--- src/rtl/systolic_pkg.sv ---
`default_nettype none
// ============================================================================
//  Module      : systolic_pkg
//  Description : Shared definitions for the systolic MAC array and its operand
//                feeder: feeder FSM encoding and default array geometry.
//  Revision    : 1.0 - initial release
// ============================================================================
package systolic_pkg;

    // Default array geometry shared with the MAC array
    localparam int ARR_SIZE_DEF      = 4;
    localparam int HORIZONTAL_BW_DEF = 16;
    localparam int VERTICAL_BW_DEF   = 16;

    // Feeder sequencing states
    typedef enum logic [1:0] {
        ST_IDLE   = 2'd0,
        ST_LOAD   = 2'd1,
        ST_STREAM = 2'd2,
        ST_DRAIN  = 2'd3
    } feeder_state_t;

endpackage : systolic_pkg
`default_nettype wire

--- src/rtl/systolic_skew_feeder_skew_lane.sv ---
`default_nettype none
// ============================================================================
//  Module      : skew_lane
//  Description : One operand lane of the skew feeder. Holds ARR_SIZE operands
//                and presents element (t - LANE_IDX) when that index is inside
//                the tile, otherwise zero. The selection is combinational; the
//                parent registers it.
//  Revision    : 1.0 - initial release
// ============================================================================
module skew_lane #(
    parameter int ARR_SIZE = 4,
    parameter int DATA_W   = 16,
    parameter int LANE_IDX = 0,
    parameter int IDX_W    = 2,
    parameter int CNT_W    = 6
) (
    input  logic              clk,
    input  logic              wr_en,
    input  logic [IDX_W-1:0]  wr_idx,
    input  logic [DATA_W-1:0] wr_data,
    input  logic [CNT_W-1:0]  t,
    output logic [DATA_W-1:0] data_out
);

    localparam logic [CNT_W-1:0] c_lane = CNT_W'(LANE_IDX);
    localparam logic [CNT_W-1:0] c_size = CNT_W'(ARR_SIZE);

    // Tile storage has no reset: its contents are only read after a full load
    logic [DATA_W-1:0] r_mem [ARR_SIZE];
    logic [CNT_W-1:0]  w_rel;

    assign w_rel = t - c_lane;

    // Capture one operand per accepted load beat
    always_ff @(posedge clk) begin
        if (wr_en) begin
            r_mem[wr_idx] <= wr_data;
        end
    end

    // Skewed element select: zero before this lane's wavefront arrives and after it passes
    always_comb begin
        data_out = '0;
        if ((t >= c_lane) && (w_rel < c_size)) begin
            data_out = r_mem[w_rel[IDX_W-1:0]];
        end
    end

endmodule : skew_lane
`default_nettype wire

--- src/rtl/systolic_skew_feeder.sv ---
`default_nettype none
// ============================================================================
//  Module      : systolic_skew_feeder
//  Description : Buffers one ARR_SIZE x ARR_SIZE tile of A (column beats) and
//                B (row beats), then streams them diagonally skewed onto the
//                MAC array's horizontal/vertical buses, followed by a zero
//                drain period and a one-cycle done pulse.
//                Optional macro FEEDER_TILE_CNT_EN adds a 16-bit tile_cnt
//                output counting completed tiles.
//                ARR_SIZE must be at least 2.
//  Revision    : 1.0 - initial release
// ============================================================================
module systolic_skew_feeder
    import systolic_pkg::*;
#(
    parameter int ARR_SIZE      = ARR_SIZE_DEF,
    parameter int HORIZONTAL_BW = HORIZONTAL_BW_DEF,
    parameter int DRAIN_CYCLES  = 2*ARR_SIZE+1
) (
    input  logic                        clk,
    input  logic                        rst,
    input  logic                        wr_valid,
    output logic                        wr_ready,
    input  logic [ARR_SIZE*HORIZONTAL_BW-1:0] wr_a,
    input  logic [ARR_SIZE*HORIZONTAL_BW-1:0] wr_b,
    output logic [ARR_SIZE*HORIZONTAL_BW-1:0] horiz_out,
    output logic [ARR_SIZE*HORIZONTAL_BW-1:0] vert_out,
    output logic                        feed_valid,
    output logic                        busy,
    output logic                        done
`ifdef FEEDER_TILE_CNT_EN
    ,
    output logic [15:0]                 tile_cnt
`endif
);

    localparam int c_cnt_w = $clog2(2*ARR_SIZE+DRAIN_CYCLES) + 1;
    localparam int c_idx_w = (ARR_SIZE > 1) ? $clog2(ARR_SIZE) : 1;

    localparam logic [c_idx_w-1:0] c_k_last     = c_idx_w'(ARR_SIZE-1);
    localparam logic [c_cnt_w-1:0] c_stream_end = c_cnt_w'(2*ARR_SIZE-1);
    localparam logic [c_cnt_w-1:0] c_drain_last = c_cnt_w'(DRAIN_CYCLES-1);

    feeder_state_t                      r_state;
    logic [c_idx_w-1:0]                 r_k;
    logic [c_cnt_w-1:0]                 r_t;
    logic                               w_accept;
    logic [ARR_SIZE*HORIZONTAL_BW-1:0]  w_horiz;
    logic [ARR_SIZE*HORIZONTAL_BW-1:0]  w_vert;

    // Ready is withheld in the done cycle so the next tile starts one cycle later
    assign wr_ready = ((r_state == ST_IDLE) || (r_state == ST_LOAD)) && !done;
    assign w_accept = wr_valid && wr_ready;

    // Lane i of each bus selects element t-i of its stored operand column/row
    for (genvar g = 0; g < ARR_SIZE; g++) begin : g_lane
        skew_lane #(
            .ARR_SIZE (ARR_SIZE),
            .DATA_W   (HORIZONTAL_BW),
            .LANE_IDX (g),
            .IDX_W    (c_idx_w),
            .CNT_W    (c_cnt_w)
        ) u_a_lane (
            .clk      (clk),
            .wr_en    (w_accept),
            .wr_idx   (r_k),
            .wr_data  (wr_a[g*HORIZONTAL_BW +: HORIZONTAL_BW]),
            .t        (r_t),
            .data_out (w_horiz[g*HORIZONTAL_BW +: HORIZONTAL_BW])
        );

        skew_lane #(
            .ARR_SIZE (ARR_SIZE),
            .DATA_W   (HORIZONTAL_BW),
            .LANE_IDX (g),
            .IDX_W    (c_idx_w),
            .CNT_W    (c_cnt_w)
        ) u_b_lane (
            .clk      (clk),
            .wr_en    (w_accept),
            .wr_idx   (r_k),
            .wr_data  (wr_b[g*HORIZONTAL_BW +: HORIZONTAL_BW]),
            .t        (r_t),
            .data_out (w_vert[g*HORIZONTAL_BW +: HORIZONTAL_BW])
        );
    end

    // Sequencer: r_t holds the index of the next stream step to present, so the
    // edge accepting the last beat already registers the t=0 wavefront.
    always_ff @(posedge clk or posedge rst) begin
        if (rst) begin
            r_state    <= ST_IDLE;
            r_k        <= '0;
            r_t        <= '0;
            horiz_out  <= '0;
            vert_out   <= '0;
            feed_valid <= 1'b0;
            busy       <= 1'b0;
            done       <= 1'b0;
        end else begin
            done <= 1'b0;
            case (r_state)
                ST_IDLE: begin
                    if (w_accept) begin
                        r_k     <= r_k + 1'b1;
                        busy    <= 1'b1;
                        r_state <= ST_LOAD;
                    end
                end
                ST_LOAD: begin
                    if (w_accept) begin
                        if (r_k == c_k_last) begin
                            r_k        <= '0;
                            r_t        <= r_t + 1'b1;
                            horiz_out  <= w_horiz;
                            vert_out   <= w_vert;
                            feed_valid <= 1'b1;
                            r_state    <= ST_STREAM;
                        end else begin
                            r_k <= r_k + 1'b1;
                        end
                    end
                end
                ST_STREAM: begin
                    if (r_t == c_stream_end) begin
                        r_t        <= '0;
                        horiz_out  <= '0;
                        vert_out   <= '0;
                        feed_valid <= 1'b0;
                        r_state    <= ST_DRAIN;
                    end else begin
                        r_t       <= r_t + 1'b1;
                        horiz_out <= w_horiz;
                        vert_out  <= w_vert;
                    end
                end
                ST_DRAIN: begin
                    if (r_t == c_drain_last) begin
                        r_t     <= '0;
                        busy    <= 1'b0;
                        done    <= 1'b1;
                        r_state <= ST_IDLE;
                    end else begin
                        r_t <= r_t + 1'b1;
                    end
                end
                default: begin
                    r_state <= ST_IDLE;
                end
            endcase
        end
    end

`ifdef FEEDER_TILE_CNT_EN
    // Completed-tile counter, advancing on the same edge that raises done
    always_ff @(posedge clk or posedge rst) begin
        if (rst) begin
            tile_cnt <= '0;
        end else if ((r_state == ST_DRAIN) && (r_t == c_drain_last)) begin
            tile_cnt <= tile_cnt + 16'd1;
        end
    end
`endif

endmodule : systolic_skew_feeder
`default_nettype wire

--- config.mk ---
export PLATFORM = sky130hd
export DESIGN_NAME = systolic_skew_feeder
export DESIGN_NICKNAME = d
export VERILOG_FILES = /design/src/rtl/systolic_pkg.sv /design/src/rtl/systolic_skew_feeder_skew_lane.sv /design/src/rtl/systolic_skew_feeder.sv
export SDC_FILE = /design/constraint.sdc
export NUM_CORES = 1
export LEC_CHECK = 0
export BUFFER_PORTS_ARGS = -buffer_cell sky130_fd_sc_hd__buf_2
export CAP_MARGIN = 20
export CORE_ASPECT_RATIO = 1.75
export CORE_MARGIN = 2
export CORE_UTILIZATION = 65
export CTS_BUF_LIST = sky130_fd_sc_hd__clkbuf_4 sky130_fd_sc_hd__clkbuf_8
export CTS_CLUSTER_DIAMETER = 60
export DETAILED_ROUTE_END_ITERATION = 12
export HOLD_SLACK_MARGIN = 0.03
export PLACE_DENSITY = 0.87
export RECOVER_POWER = 50
export SETUP_SLACK_MARGIN = 0.15
export SYNTH_ARGS = -nofsm -noshare
export SYNTH_HDL_FRONTEND = slang
export SYNTH_HIERARCHICAL = 1
export SYNTH_SLANG_ARGS = --single-unit
--- constraint.sdc ---
create_clock -name clk -period 8.7 [get_ports clk]
set_clock_uncertainty 0.15 [all_clocks]
set_input_delay 1.305 -clock clk [delete_from_list [all_inputs] [get_ports clk]]
set_output_delay 1.305 -clock clk [all_outputs]
set_load 0.01 [all_outputs]
==> flow_summary.json <==
{
  "yosys_warnings": 6,
  "p_total_w": 0.0106,
  "routed_wl_um": 55100,
  "placedInstanceArea_sq_mm": 0.0283,
  "regArea_sq_mm": 0.0189,
  "worstMarginPinSlew_ns": 3.79,
  "grt_first_pass_wirelength_um": 84700,
  "synth_top_family_by_area": "multiplexers",
  "nets": 1971,
  "worstSkewPairLatency_ns": 0.66,
  "cts_buffers": 87,
  "portBuffers": 262,
  "synth_cell_type_count": 52,
  "critPathMaxFanout": 47,
  "max-vdd-ir-drop_v": 0.000284,
  "fp-row-count": 98,
  "fin_util": 0.738,
  "slew_headroom": -1.54,
  "grt_pass1_vias": 15300,
  "drive_above_1_share": 0.264,
  "synth_area_per_cell_sq_um": 17.5,
  "status": "complete, but fails checks",
  "hpwl_um": 35200,
  "cts_resized": 0,
  "synthXorXnorAreaFrac": 0.00505,
  "hp-start": "vert_out[33]$_DFFE_PP0P_",
  "cts-hold-fix-buffers": 0,
  "syn-num-nets": 1675,
  "die_x_um": 157,
  "synth-compound-area-share": 0.0374,
  "multi_input_area_sq_mm": 0.00709,
  "power_leakage_nw": 10.7,
  "fmax_ghz": 0.214,
  "critPathLaunchType": "flop",
  "vias": 14600,
  "slowest_stage": "dfrtp_1",
  "min_path_cells": 2,
  "critical_path_class": "flop to flop",
  "cap_violations": 3,
  "dieArea_sq_mm": 0.0429,
  "hold_path_class": "flop to flop",
  "synth-seq-area-share": 0.707,
  "path_delay_family": "flip-flops",
  "dr.first_iter.drc_count": 1165,
  "clock_path_buffers": 3,
  "crit_required_ns": 9.02,
  "ios": 263,
  "core_sq_mm": 0.0407,
  "finalSetupViolations": 0,
  "ys_seq_elements": 653,
  "ff2ff_setup_slack_ns": 4.03,
  "endpoint_kind": "flop",
  "hold_violations": 0,
  "viasPerCell": 5.93,
  "fill_cells": 2502,
  "path_clk_slew_ns": 0.07,
  "layout_commonest_cell": "edfxtp_1",
  "arrival_ns": 4.99,
  "timing.rr.end": "vert_out[51]$_DFFE_PP0P_",
  "cts_tree": "built",
  "syn-instance-count": 1531,
  "crit_buf_inv": 1,
  "reg2reg_depth": 6,
  "grt_use_total": 0.263,
  "drc": 0,
  "gp_congestion": 0.829,
  "firstDrtPassIters": 7,
  "min_to": "vert_out[33]$_DFFE_PP0P_",
  "synth.area.mux_share": 0.115,
  "crit_path_cell_trace": "buf_4 > ha_1 > mux4_1 > nor2b_1 > nand2_1 > o21ai_0",
  "antenna_left": 0,
  "antenna_found_initial": 10,
  "design_area_sq_mm": 0.0300,
  "cts.sinks": 653,
  "critPathMaxStageDelay_ns": 1.93,
  "clock-root-buffer": "clkbuf_8",
  "die_h_um": 272,
  "p_per_area_mw_per_mm2": 351,
  "r2r-start": "r_t[0]$_DFFE_PP0P_",
  "htreeDepth": 3,
  "violations": "capacitance limit, slew limit",
  "layout_common_cells": "edfxtp_1 (512), nand2_1 (227), clkbuf_1 (180)",
  "rsz0062_at_grt": "no",
  "fin_crit_sh": 0.537,
  "synth-adder-area-share": 0.00608,
  "wl_per_cell_um": 22.4,
  "start_util": 0.657,
  "grt_start_max_net_pins": 117,
  "netlist_area_sq_mm": 0.0268,
  "hold_ws_ns": 0.325,
  "postCtsSetupBuffers": 0,
  "fin_crit_ns": 4.67,
  "setup_tns_ns": 0,
  "area_delta_synth_final_pct": 12.3,
  "grt_overflow": 0,
  "yosys.area_share.simple": 0.100,
  "finalMaxSlewViolations": 158
}
## per-layer routing
metal  global-route usage  routed length, um
met3               0.0484               3440
met5                    0                 24
met2                0.459              29600
met1                0.305              19200
met4                0.144               2900
## cells in the mapped netlist (all sizes together)
cell type | n | area (sq um)
edfxtp | 512 | 15400
nand2 | 267 | 1100
dfrtp | 141 | 3530
o21ai | 135 | 830
mux4 | 128 | 3030
nor3b | 72 | 641
buf | 60 | 621
and2 | 33 | 206
nor2b | 32 | 350
clkbuf | 28 | 113
inv | 19 | 71.3
nor2 | 17 | 63.8
ha | 13 | 163
and3b | 9 | 78.8
xor2 | 9 | 109
and3 | 8 | 50.1
nor3 | 6 | 75.1
a21oi | 5 | 25.0
mux2 | 4 | 45.0
nand3b | 3 | 22.5
nand4 | 3 | 18.8
xnor2 | 3 | 26.3
a211o | 2 | 17.5
a21boi | 2 | 15.0
a22o | 2 | 17.5
and4 | 2 | 17.5
nor4 | 2 | 25.0
o2111ai | 2 | 30.0
or3 | 2 | 12.5
a21o | 1 | 7.51
a221oi | 1 | 8.76
a222oi | 1 | 10.0
a31oi | 1 | 6.26
a41o | 1 | 10.0
nand2b | 1 | 6.26
nand3 | 1 | 5.00
o21a | 1 | 7.51
o22ai | 1 | 6.26
o32a | 1 | 10.0
## tightest hold or removal path, stage by stage (launching register included)
cell and delay (ns):
dfrtp_1 0.34, nand2_1 0.04, o21ai_0 0.06
## kinds of logic (layout without fill, tap and decap cells)
family | Yosys count | in the layout
adder cells (fa/ha/maj) | 13 | 13
other | 0 | 8
multiplexers | 132 | 132
XOR/XNOR | 12 | 12
AO/OA/AOI/OAI | 156 | 156
AND/OR/NAND/NOR | 458 | 458
flip-flops | 653 | 653
buffers and inverters | 107 | 475
## metrics by stage
step | instances | setup WS, ns
after global routing | 2457 | 3.63
after detailed placement | 2285 | 4.58
after global placement | 2285 | 4.76
final | 2457 | 4.03
after CTS | 2446 | 4.94
after floorplan | 1531 | 3.46
## layout make-up
type / count / share of cell area
multi-input cells: 771 / 0.236
clock buffers: 126 / 0.0529
inverters: 19 / 0.00242
diodes: 8 / 0.000666
repair buffers: 295 / 0.0462
well taps: 550 / 0.0229
flip-flops and latches: 653 / 0.629
clock inverters: 35 / 0.00950
## registers in the layout, indices dropped and copies added (netlist names), 2 cells and up
register / count
g_lane.u_a_lane/r_mem: 256
r_t: 6
vert_out: 64
horiz_out: 64
r_state: 2
r_k: 2
g_lane.u_b_lane/r_mem: 256
## power by group
group,switching (W),internal [W]
registers,0.000369,0.00399
logic,0.00224,0.00155
clock network,0.00111,0.00131
total,0.00371,0.00684
## worst max path at each step
stage	startpoint	slack, ns	depth (start not counted)	end
after detailed placement	wr_valid	4.58	5	horiz_out[40]$_DFFE_PP0P_
after global routing	r_t[0]$_DFFE_PP0P_	3.63	6	vert_out[51]$_DFFE_PP0P_
after global placement	wr_valid	4.76	5	horiz_out[46]$_DFFE_PP0P_
after floorplan	rst	3.46	1	busy$_DFFE_PP0P_
after CTS	r_k[0]$_DFFE_PP0P_	4.94	5	horiz_out[40]$_DFFE_PP0P_
final	r_t[0]$_DFFE_PP0P_	4.03	6	vert_out[51]$_DFFE_PP0P_
Note: power is estimated with default switching activity, not from simulation.
